===== src/rtl/axis_packet_buffer.sv =====
// Single-packet AXI-stream byte buffer with a registered random-read port.
// Define AXIS_PKT_CHECKSUM_EN to build the running mod-256 checksum; otherwise pkt_sum is tied to 0.
module axis_packet_buffer #(
  parameter int DEPTH = 16,
  parameter int AW    = 4
) (
  input  logic          clk,
  input  logic          resetn,
  input  logic          s_tvalid,
  input  logic [7:0]    s_tdata,
  input  logic          s_tlast,
  output logic          s_tready,
  output logic          pkt_valid,
  output logic [AW:0]   pkt_len,
  output logic          pkt_err,
  output logic [7:0]    pkt_sum,
  input  logic          pkt_ack,
  input  logic [AW-1:0] rd_addr,
  output logic [7:0]    rd_data
);

  typedef enum logic [1:0] {RECV, DROP, HOLD} state_t;

  localparam logic [AW:0] LAST_IDX = (AW+1)'(DEPTH - 1);
  localparam logic [AW:0] FULL_LEN = (AW+1)'(DEPTH);

  state_t      state;
  logic [AW:0] wr_ptr;
  logic [7:0]  mem [DEPTH];
  logic        acc;

  assign acc = s_tvalid & s_tready;

  always_ff @(posedge clk) begin
    if (acc && state == RECV)
      mem[wr_ptr[AW-1:0]] <= s_tdata;
  end

  // s_tready is registered as "next state is not HOLD"
  always_ff @(posedge clk) begin
    if (!resetn) begin
      state     <= RECV;
      s_tready  <= 1'b1;
      pkt_valid <= 1'b0;
      pkt_len   <= '0;
      pkt_err   <= 1'b0;
      wr_ptr    <= '0;
      rd_data   <= '0;
    end else begin
      rd_data <= mem[rd_addr];
      case (state)
        RECV: begin
          if (acc) begin
            wr_ptr <= wr_ptr + 1'b1;
            if (s_tlast) begin
              state     <= HOLD;
              s_tready  <= 1'b0;
              pkt_len   <= wr_ptr + 1'b1;
              pkt_valid <= 1'b1;
            end else if (wr_ptr == LAST_IDX) begin
              state   <= DROP;
              pkt_err <= 1'b1;
            end
          end
        end
        DROP: begin
          if (acc && s_tlast) begin
            state     <= HOLD;
            s_tready  <= 1'b0;
            pkt_len   <= FULL_LEN;
            pkt_valid <= 1'b1;
          end
        end
        HOLD: begin
          if (pkt_ack) begin
            state     <= RECV;
            s_tready  <= 1'b1;
            pkt_valid <= 1'b0;
            pkt_err   <= 1'b0;
            wr_ptr    <= '0;
          end
        end
        default: state <= RECV;
      endcase
    end
  end

`ifdef AXIS_PKT_CHECKSUM_EN
  logic [7:0] sum_q;
  logic [7:0] pkt_sum_q;

  always_ff @(posedge clk) begin
    if (!resetn) begin
      sum_q     <= '0;
      pkt_sum_q <= '0;
    end else if (state == RECV && acc) begin
      sum_q <= sum_q + s_tdata;
      if (s_tlast)
        pkt_sum_q <= sum_q + s_tdata;
    end else if (state == DROP && acc && s_tlast) begin
      pkt_sum_q <= sum_q;
    end else if (state == HOLD && pkt_ack) begin
      sum_q <= '0;
    end
  end

  assign pkt_sum = pkt_sum_q;
`else
  assign pkt_sum = '0;
`endif

endmodule

===== config.mk =====
export PLATFORM = sky130hd
export DESIGN_NAME = axis_packet_buffer
export DESIGN_NICKNAME = d
export VERILOG_FILES = /design/src/rtl/axis_packet_buffer.sv
export SDC_FILE = /design/constraint.sdc
export NUM_CORES = 1
export LEC_CHECK = 0
export ABC_AREA = 1
export CORE_MARGIN = 1
export CORE_UTILIZATION = 60
export DETAILED_ROUTE_END_ITERATION = 12
export PLACE_DENSITY = 0.81
export SYNTH_ARGS = -nofsm -noshare
export SYNTH_HDL_FRONTEND = slang
export SYNTH_SLANG_ARGS = --single-unit

===== constraint.sdc =====
create_clock -name clk -period 3.97 [get_ports clk]
set_input_delay 0.397 -clock clk [delete_from_list [all_inputs] [get_ports clk]]
set_output_delay 0.397 -clock clk [all_outputs]
set_load 0.02 [all_outputs]

## Word-level counts from Yosys, hierarchy flattened

Memories as Yosys holds them, arrays and structs flattened. A register that Yosys moved wholly into a read port is not among the register bits.
Index checks and enable logic that the tools add are counted.

- $add $sub $neg: 1
- Equal/unequal tests: 10
- Muxes and demuxes: 29
- Bitwise operators: 1
- Reduce and logical (&&, ||, !) cells: 12

Operator list:

| kind | number |
|---|---|
| $mux W5 | 5 |
| $pmux W5 S2 | 2 |
| $mux W1 | 13 |
| $mux W2 | 5 |
| $ne A2 B2 Y1 const B | 5 |
| $reduce_and A5 Y1 | 2 |
| $reduce_and A4 Y1 | 2 |
| $pmux W1 S3 | 2 |
| $pmux W2 S3 | 1 |
| $add A5 B1 Y5 const B | 1 |
| $eq A5 B4 Y1 const B | 1 |
| $reduce_bool A2 Y1 | 2 |
| $ne A3 B2 Y1 const B | 1 |
| $reduce_and A3 Y1 | 1 |
| $reduce_bool A3 Y1 | 1 |
| $eq A2 B1 Y1 const B | 1 |
| $eq A2 B2 Y1 const B | 1 |
| $logic_and A1 B1 Y1 | 2 |
| $logic_not A2 Y1 | 1 |
| $ne A2 B1 Y1 const B | 1 |
| $pmux W1 S2 | 1 |
| $and A1 B1 Y1 | 1 |
| $logic_not A1 Y1 | 1 |

- Flip-flop bits (word level): 15
- Bits in writable memories: 128
- Input bits: 17
- Output and inout port bits: 24
- Memories: 1

Memory list:

| name | depth | bits a word | read ports | clocked after Yosys merged registers in | wr ports | RTL line | source |
|---|---|---|---|---|---|---|---|
| mem | 16 | 8 | 1 | 1 | 1 | 29 | `logic [7:0] mem [DEPTH];` |

## Logic depth before layout (Yosys ltp)

Gate-level depths: netlist of run 1.

- Depth after elaboration: 5
- Mapped depth: 9
- Mapped depth without buffers: 9

## Worst setup path after synthesis of run 1

Ideal clock, no wire load.

- Kind: register -> register
- Start point: register s_tready
- End point: memory mem[0][0], enable pin
- Setup time: 0.370 ns
- Arrival: 1.356 ns
- Data required time: 3.600 ns
- Slack: 2.244 ns
- Cell stages (with the launch flop): 7
- Buffers on the path: 0
- Period minus slack after synthesis: 1.726 ns
- Path through: dfxtp_1 -> nand2_1 -> inv_1 -> nand2_2 -> inv_1 -> nand2_1 -> nor2_1

- Longest elaborated chain between the ends: 4

Ends and longest elaborated chain:

| element | RTL line | source |
|---|---|---|
| start: declaration | 12 | `output logic s_tready,` |
| start signal: assignment | 43 | `s_tready <= 1'b1;` |
| start signal: assignment | 57 | `s_tready <= 1'b0;` |
| start signal: assignment | 69 | `s_tready <= 1'b0;` |
| $and A1 B1 Y1 | 32 | `assign acc = s_tvalid & s_tready;` |
| $logic_and A1 B1 Y1 | 35 | `if (acc && state == RECV)` |
| $mux W1 | 35 |  |
| $mux W1 (implied by the code) | 36 | `mem[wr_ptr[AW-1:0]] <= s_tdata;` |
| end: declaration | 29 |  |

No other way between the ends.

## Final worst setup path of run 1

- Start point: register wr_ptr[1]
- End point: memory mem[15][2], enable pin

RTL lines:

| element | RTL line | source |
|---|---|---|
| start: declaration | 28 | `logic [AW:0] wr_ptr;` |
| start signal: assignment | 54 | `wr_ptr <= wr_ptr + 1'b1;` |

Straight into the memory's write port.

==> metrics list, run 1 <==
* Outcome: complete, no violations
* Buffers inserted by post-CTS timing repair: 0
* CP Buf/Inv Count: 1
* Number of max-cap violations: 0
- Worst Max-Slew Pin Slew: ~1400 ps
- Remaining global-route overflow: 0
- In this run, the number of DRC markers left after iteration 0 of detailed routing was between 300 and 400.
- A synthesized cell averages between 10 and 15 um^2.
* Vias after detailed routing: 4,506
* I/O pin count: slightly above 40
* Total negative slack for setup checks: 0 ps
- The worst hold path belongs to the class input pin to flop.
* TritonCTS buffer count: 17
- Clock tree synthesis found a total of ~150 sinks.
- Among cell families on the critical path, the largest total delay comes from simple AND/OR/NAND/NOR gates.
- Crit path max fanout: 8
* Average via count per standard cell: roughly 5.5
- STA classifies the critical path startpoint as a flop.
- Post-cts repair resize count: 0
- Area of placed instances: 0.00674 mm^2
- The worst setup path is captured at a flop.
- Clock Tree Root: clkbuf_8
* Number of global-route vias before repair: about 4,500
- 0 antenna diodes ended up in the layout.
- Number of synthesis warnings: 0
- Max stage delay on crit path: between 1000 and 1500 ps
* # nets final: around 700
- Sequential element share of the synthesized area: 66.2%
- Wire per inst: about 17 um
- Setup repair after global routing left no endpoint under its margin.
- The cell area that synthesis handed to floorplanning was roughly 0.0065 mm^2.
- Growth of design area from synthesis to finish: 12.0%
- Initial cell density of the core: 62.4%
- In the finished design, the share of the clock period the worst path needs comes to approximately 56%.
* GR Util All Layers: 27.3%
- Worst clock skew: roughly 10 ps
* Post-synthesis cell type with the largest combined area: edfxtp_1
* Slew margin rel.: under 10%
- Crit Path Class: flop to flop
- The die is 106 um wide.
- After clock tree synthesis, the flow added hold-fix buffers numbering 0.
- Pre-CTS setup slack: approximately 1400 ps
* Worst Path Required: 4100 ps
- The floorplan has 37 rows.
- Synth Register Bits: roughly 150
- The design draws 3.48 mW.
- The count of buffers added on input and output ports is 32.
* Proportion of layout cells with a drive suffix above 1: under 10%
- The cell count after synthesis came out at 638.
- After routing the design area is between 0.007 and 0.008 mm^2.
* Smallest setup slack after layout: 1750 ps
* Die height: 106 um
- CTS tree: yes
* Floorplan Core Area: around 0.010 mm^2
* CP cell instances: ha_1 -> inv_1 -> nor3_1
- Endpoints failing hold: 0
- # setup viols final: 0
* Number of max-slew violations in the final report: 0
- Minimum clock period: about 2200 ps
* Pleak: 2.99 nW
- After legalization and detailed placement, the total HPWL measured approximately 8.9 mm.
* Final routed DRC violation total: 0
- Synth cell types: 24
- Based on the critical path, the design can be clocked at up to between 400 and 500 MHz.
- Entering global routing, the biggest net connects 66 pins.
- The first global-routing pass estimated 22.3 mm of wire.
- For this design the ratio of total power to cell area is roughly 480 mW/mm^2.
- Fill cells in the final layout number 749.
* Clk slew on worst S/H paths: approximately 70 ps
- Worst endpoint data arrival time: around 2400 ps
- Detailed-router iteration count before antenna repair: 5
- Wire length reported by the detailed router: 14.1 mm
- The number of antenna violations at the first check in global routing was 0.
- Once detail routing completed, the nets flagged for antenna violations numbered 0.
* Max stage delay cell, worst path: nor3_1
- Synth top area cells: edfxtp_1, nand2_1, dfxtp_1, nand3_1, inv_1
- Die Footprint: roughly 0.011 mm^2
* Buffer depth of the longest clock path: 2
* Area share of the largest cell type after synthesis: slightly below 60%
* Maximum vdd drop: between 0.0003 and 0.0004 V
- Final GP Congestion: 0.896
- The later pin in the worst-skew pair is clocked with a latency of 530 ps.
- Depth of the CTS H-tree: 4
==> flip-flops by register name (all words and copies together) (netlist names) <==
signal and flops:
mem 128, state 2, pkt_len 5, pkt_valid 1, s_tready 1, rd_data 8, pkt_err 1, wr_ptr 5
==> path summary, 6_finish.rpt <==
path                            slack (ps)       from  cells after the start          to
worst max-delay path                  1750  wr_ptr[1]                      3  mem[15][2]
worst min-delay path                   400     resetn                      2    s_tready
worst max register to register        1750  wr_ptr[1]                      3  mem[15][2]
worst min register to register         470  pkt_valid                      2   pkt_valid
==> final cells by class <==
cell class                 count  area [um^2]  area share [%]
sequential                   151         4300            59.1
tap                          136          170            2.34
timing repair buffer          34          330            4.53
inverter                      84          315            4.33
multi-input combinational    376         1620            22.2
clock buffer                  18          418            5.74
clock inverter                14          128            1.75
==> cell families (layout without fill, tap and decap cells) <==
family,Yosys count,count (layout),synth area share [%]
and+or+nand+nor,337,337,21.3
xor gates and xnor gates,2,2,0.269
other,1,8,0.0577
adders and majority gates,5,5,0.962
AOI/OAI and AO/OA,24,24,1.90
DFF,151,151,66.2
buffers and inverters,118,150,9.31
==> placed cells by master, fill, tap and decap left out, types with 8 or more instances in the layout <==
master           count
nand3_1             86
dfxtp_1             23
nand2_1            225
edfxtp_1           128
nor2_1              19
clkbuf_16           16
a21oi_1             22
clkdlybuf4s50_1     31
inv_1               83
conb_1               8
==> metal layers <==
metal	global-route usage [%]	wire [um]	vias to the layer above
li1	-	-	2110
met2	45.9	7000	232
met1	32.1	5520	2116
met5	0	0	-
met3	7.54	1080	48
met4	14.2	501	0
==> worst register-to-register path, stage by stage (launching register included) <==
cell	delay, ps
dfxtp_1	420
ha_1	210
inv_1	100
nor3_1	1090
==> cell usage after synthesis, drive strengths merged <==
cell      n
clkbuf    6
nand3    86
nand4     1
nand2   226
conb      1
nor3      4
edfxtp  128
a21oi    22
o21ai     1
a221oi    1
inv      84
ha        5
buf      28
dfxtp    23
or2       1
xor2      2
nor2     19
==> stage by stage <==
step / cells / hold WS, ps / utilization (%)
after floorplan: 645 / 441 / -
after global placement: 781 / 449 / 64.7
after detailed placement: 781 / 458 / 64.7
after CTS: 813 / 395 / 69.9
after global routing: 813 / 423 / 69.9
final: 813 / 396 / 69.9
==> power by group <==
part / switching (mW) / total [mW] / internal (mW)
logic: 0.178 / 0.256 / 0.0774
clock network: 0.622 / 1.46 / 0.834
registers: 0.0154 / 1.77 / 1.75
total: 0.816 / 3.48 / 2.66
Power figures use the tool's default switching activity.
==> run 2: changes to the inputs <==
--- a/config.mk
+++ b/config.mk
@@ -7,9 +7,9 @@
 export LEC_CHECK = 0
 export ABC_AREA = 1
 export CORE_MARGIN = 1
-export CORE_UTILIZATION = 60
+export CORE_UTILIZATION = 59
 export DETAILED_ROUTE_END_ITERATION = 12
-export PLACE_DENSITY = 0.81
+export PLACE_DENSITY = 0.79
 export SYNTH_ARGS = -nofsm -noshare
 export SYNTH_HDL_FRONTEND = slang
 export SYNTH_SLANG_ARGS = --single-unit
==> constraint.sdc (replaced) <==
create_clock -name clk -period 2.3 [get_ports clk]
set_input_delay 0.23 -clock clk [delete_from_list [all_inputs] [get_ports clk]]
set_output_delay 0.23 -clock clk [all_outputs]
set_load 0.02 [all_outputs]
==> metrics list, run 2 (synthesis gave the netlist of run 1 again) <==
* Die height: 107 um (+0.82%)
* X dimension of the die: 107 um (+0.82%)
- The hold-fix buffer count after cts was 0 (unchanged).
- Kind of launch point of the worst setup path: flop
- The worst-path maximum fanout is 8 (unchanged).
- The routability congestion estimate from global placement was 0.863 (-3.7%).
- Proportion of layout cells with a drive suffix above 1: 8.65% (+3.6 points)
* Growth of design area from synthesis to finish: 16.7%
- Later-pin clock latency in the skew report: 530 ps (about the same)
- Crit Path Class: flop to flop
* Number of DRC violations after detailed-routing iteration 0: 420 (+13%)
- The residual DRC count is 0 (unchanged).
- The max-cap violation count was 0 (unchanged).
- Buffer depth of the longest clock path: 2 (unchanged)
- The global-route usage over all layers came to 28.2% (+0.82 points).
- The total number of placement rows was 37 (unchanged).
* Fmax achieved: 531 MHz (+18%)
- Wire length reported by the detailed router: 14.7 mm (+4.0%)
- The switching share of total power is 21.4% (-2.0 points).
- Number of antenna violations at the first check in global routing: 0 (unchanged)
- Portion of total power attributed to sequential cells: 47.6% (-3.2 points)
- The full die area was 0.0114 mm^2 (+1.7%).
- Antenna Violating Nets Remaining: 0 (unchanged)
- The logic gate share of total power was 7.5% (about the same).
- Commonest cells after routing, fill and taps aside: nand2_1, edfxtp_1, nand3_1
* Maximum vdd drop: 0.000470 V (+51%)
* Worst clock skew: 8.65 ps (-1.36 ps)
- The number of clock sinks seen by CTS is 151 (unchanged).
- Number of global-route vias before repair: 4,509 (+0.11%)
- The aggregate negative setup slack is 0 ps (unchanged).
* I/O pin count: 41 (unchanged)
- Setup repair after global routing left no endpoint under its margin.
* Total instance count after detailed placement: 809 (+3.6%)
- The data arrival time at the worst-slack endpoint is 2120 ps (-230 ps).
- The worst setup path is captured at a flop.
* Int Pwr: 5.02 mW (+88%)
- Detailed-router iteration count before antenna repair: 6 (+1)
* Power per Cell Area: 842 mW/mm^2 (+76%)
- In this run the worst hold path is classified as input pin to flop.
* CTS tree: yes
- The area inside the core boundary came to 0.0105 mm^2 (+0.89%).
- Clock Tree Root: clkbuf_8
- Switching Power: 1.37 mW (+68%)
- The total leakage power was 3.19 nW (+6.5%).
* Minimum clock period: 1880 ps (-341 ps)
- Number of port buffers: 32 (unchanged)
* Vias after detailed routing: 4,585 (+1.8%)
- Most common library cell in the layout ignoring fill and taps: nand2_1
* Largest register FFs: 128 (unchanged)
- Depth of the CTS H-tree: 4 (unchanged)
* Initial cell density of the core: 61.9% (-0.55 points)
- The flow ran to the end, and the final reports show no timing, DRC or antenna violations.
* Endpoints failing hold: 0 (unchanged)
- The portion of the clock cycle consumed by the worst path in the final layout was 81.8% (+26 points).
- Antenna cell count: 0 (unchanged)
- The required time at the endpoint of the critical path came to 2540 ps (-1560 ps).
* Clk slew on worst S/H paths: 60 ps (about the same)
* # nets final: 714 (+4.1%)
- The final setup violation count came to 0 (unchanged).
* TritonCTS buffer count: 17 (unchanged)
- The detailed-route wire length per cell is 17.5 um (+0.56%).
- Final cell count without fillers: 841 (+3.4%)
- Clk pwr share: 44.9% (+3.0 points)
- Average via count per standard cell: 5.45 (-1.6%)
- The post-CTS resize count came to 0 (unchanged).
- Detail Placement HPWL: 9.14 mm (+3.2%)
- The largest net degree at the start of global routing came to 65 (-1.5%).
- Number of max-slew violations in the final report: 0 (unchanged)
* Remaining global-route overflow: 0 (unchanged)
- The wire length of the first global-routing pass came to 23.0 mm (+3.1%).
- The post-CTS setup buffer count is 0 (unchanged).
## run 2: power by group through the flow
stage / logic, mW / clock network [mW] / registers [mW]
CTS: 0.473 / 2.88 / 3.04
floorplan: 0.270 / 0 / 3.12
global route: 0.519 / 2.99 / 3.04
detailed placement: 0.467 / 0 / 3.10
finish: 0.477 / 2.87 / 3.04
global placement: 0.457 / 0 / 3.09
## run 2: stage by stage
stage	hold WS (ps)	instance area [um^2]	setup WS, ps	utilization [%]	total power [mW]
after floorplan	314	6530	574	-	3.39
after global placement	449	6970	358	66.4	3.55
after detailed placement	455	6970	316	66.4	3.57
after CTS	233	7590	445	72.2	6.40
after global routing	268	7590	332	72.2	6.55
final	251	7590	418	72.2	6.39
## run 2: critical path, stage by stage, from the launching register on
cell and delay [ps]:
dfxtp_1 350, nor2_1 270, nand2_2 160, inv_1 210
nand2_1 220, nor2_1 180, buf_4 200
## run 2: area by class of cell
type / count / area, um^2
clock buffers: 23 / 467
well taps: 136 / 170
fillers: 708 / 2920
clock inverters: 9 / 148
flip-flops and latches: 151 / 4300
inverters: 84 / 315
multi-input cells: 376 / 1620
repair buffers: 62 / 566
## run 2: final timing paths
check                           startpoint         end  slack [ps]  cells after the start
worst max register to register    state[0]  mem[12][5]         420                      6
worst min register to register   pkt_valid   pkt_valid         470                      2
worst min-delay path                resetn    s_tready         250                      2
worst max-delay path              state[0]  mem[12][5]         420                      6
## run 2: per-layer routing
| layer | vias up | track usage (%) | wire length [um] |
|---|---|---|---|
| met5 | - | 0 | 0 |
| met4 | 0 | 15.7 | 533 |
| met3 | 46 | 5.53 | 1190 |
| met2 | 255 | 44.4 | 7110 |
| met1 | 2123 | 36.9 | 5840 |
| li1 | 2161 | - | - |
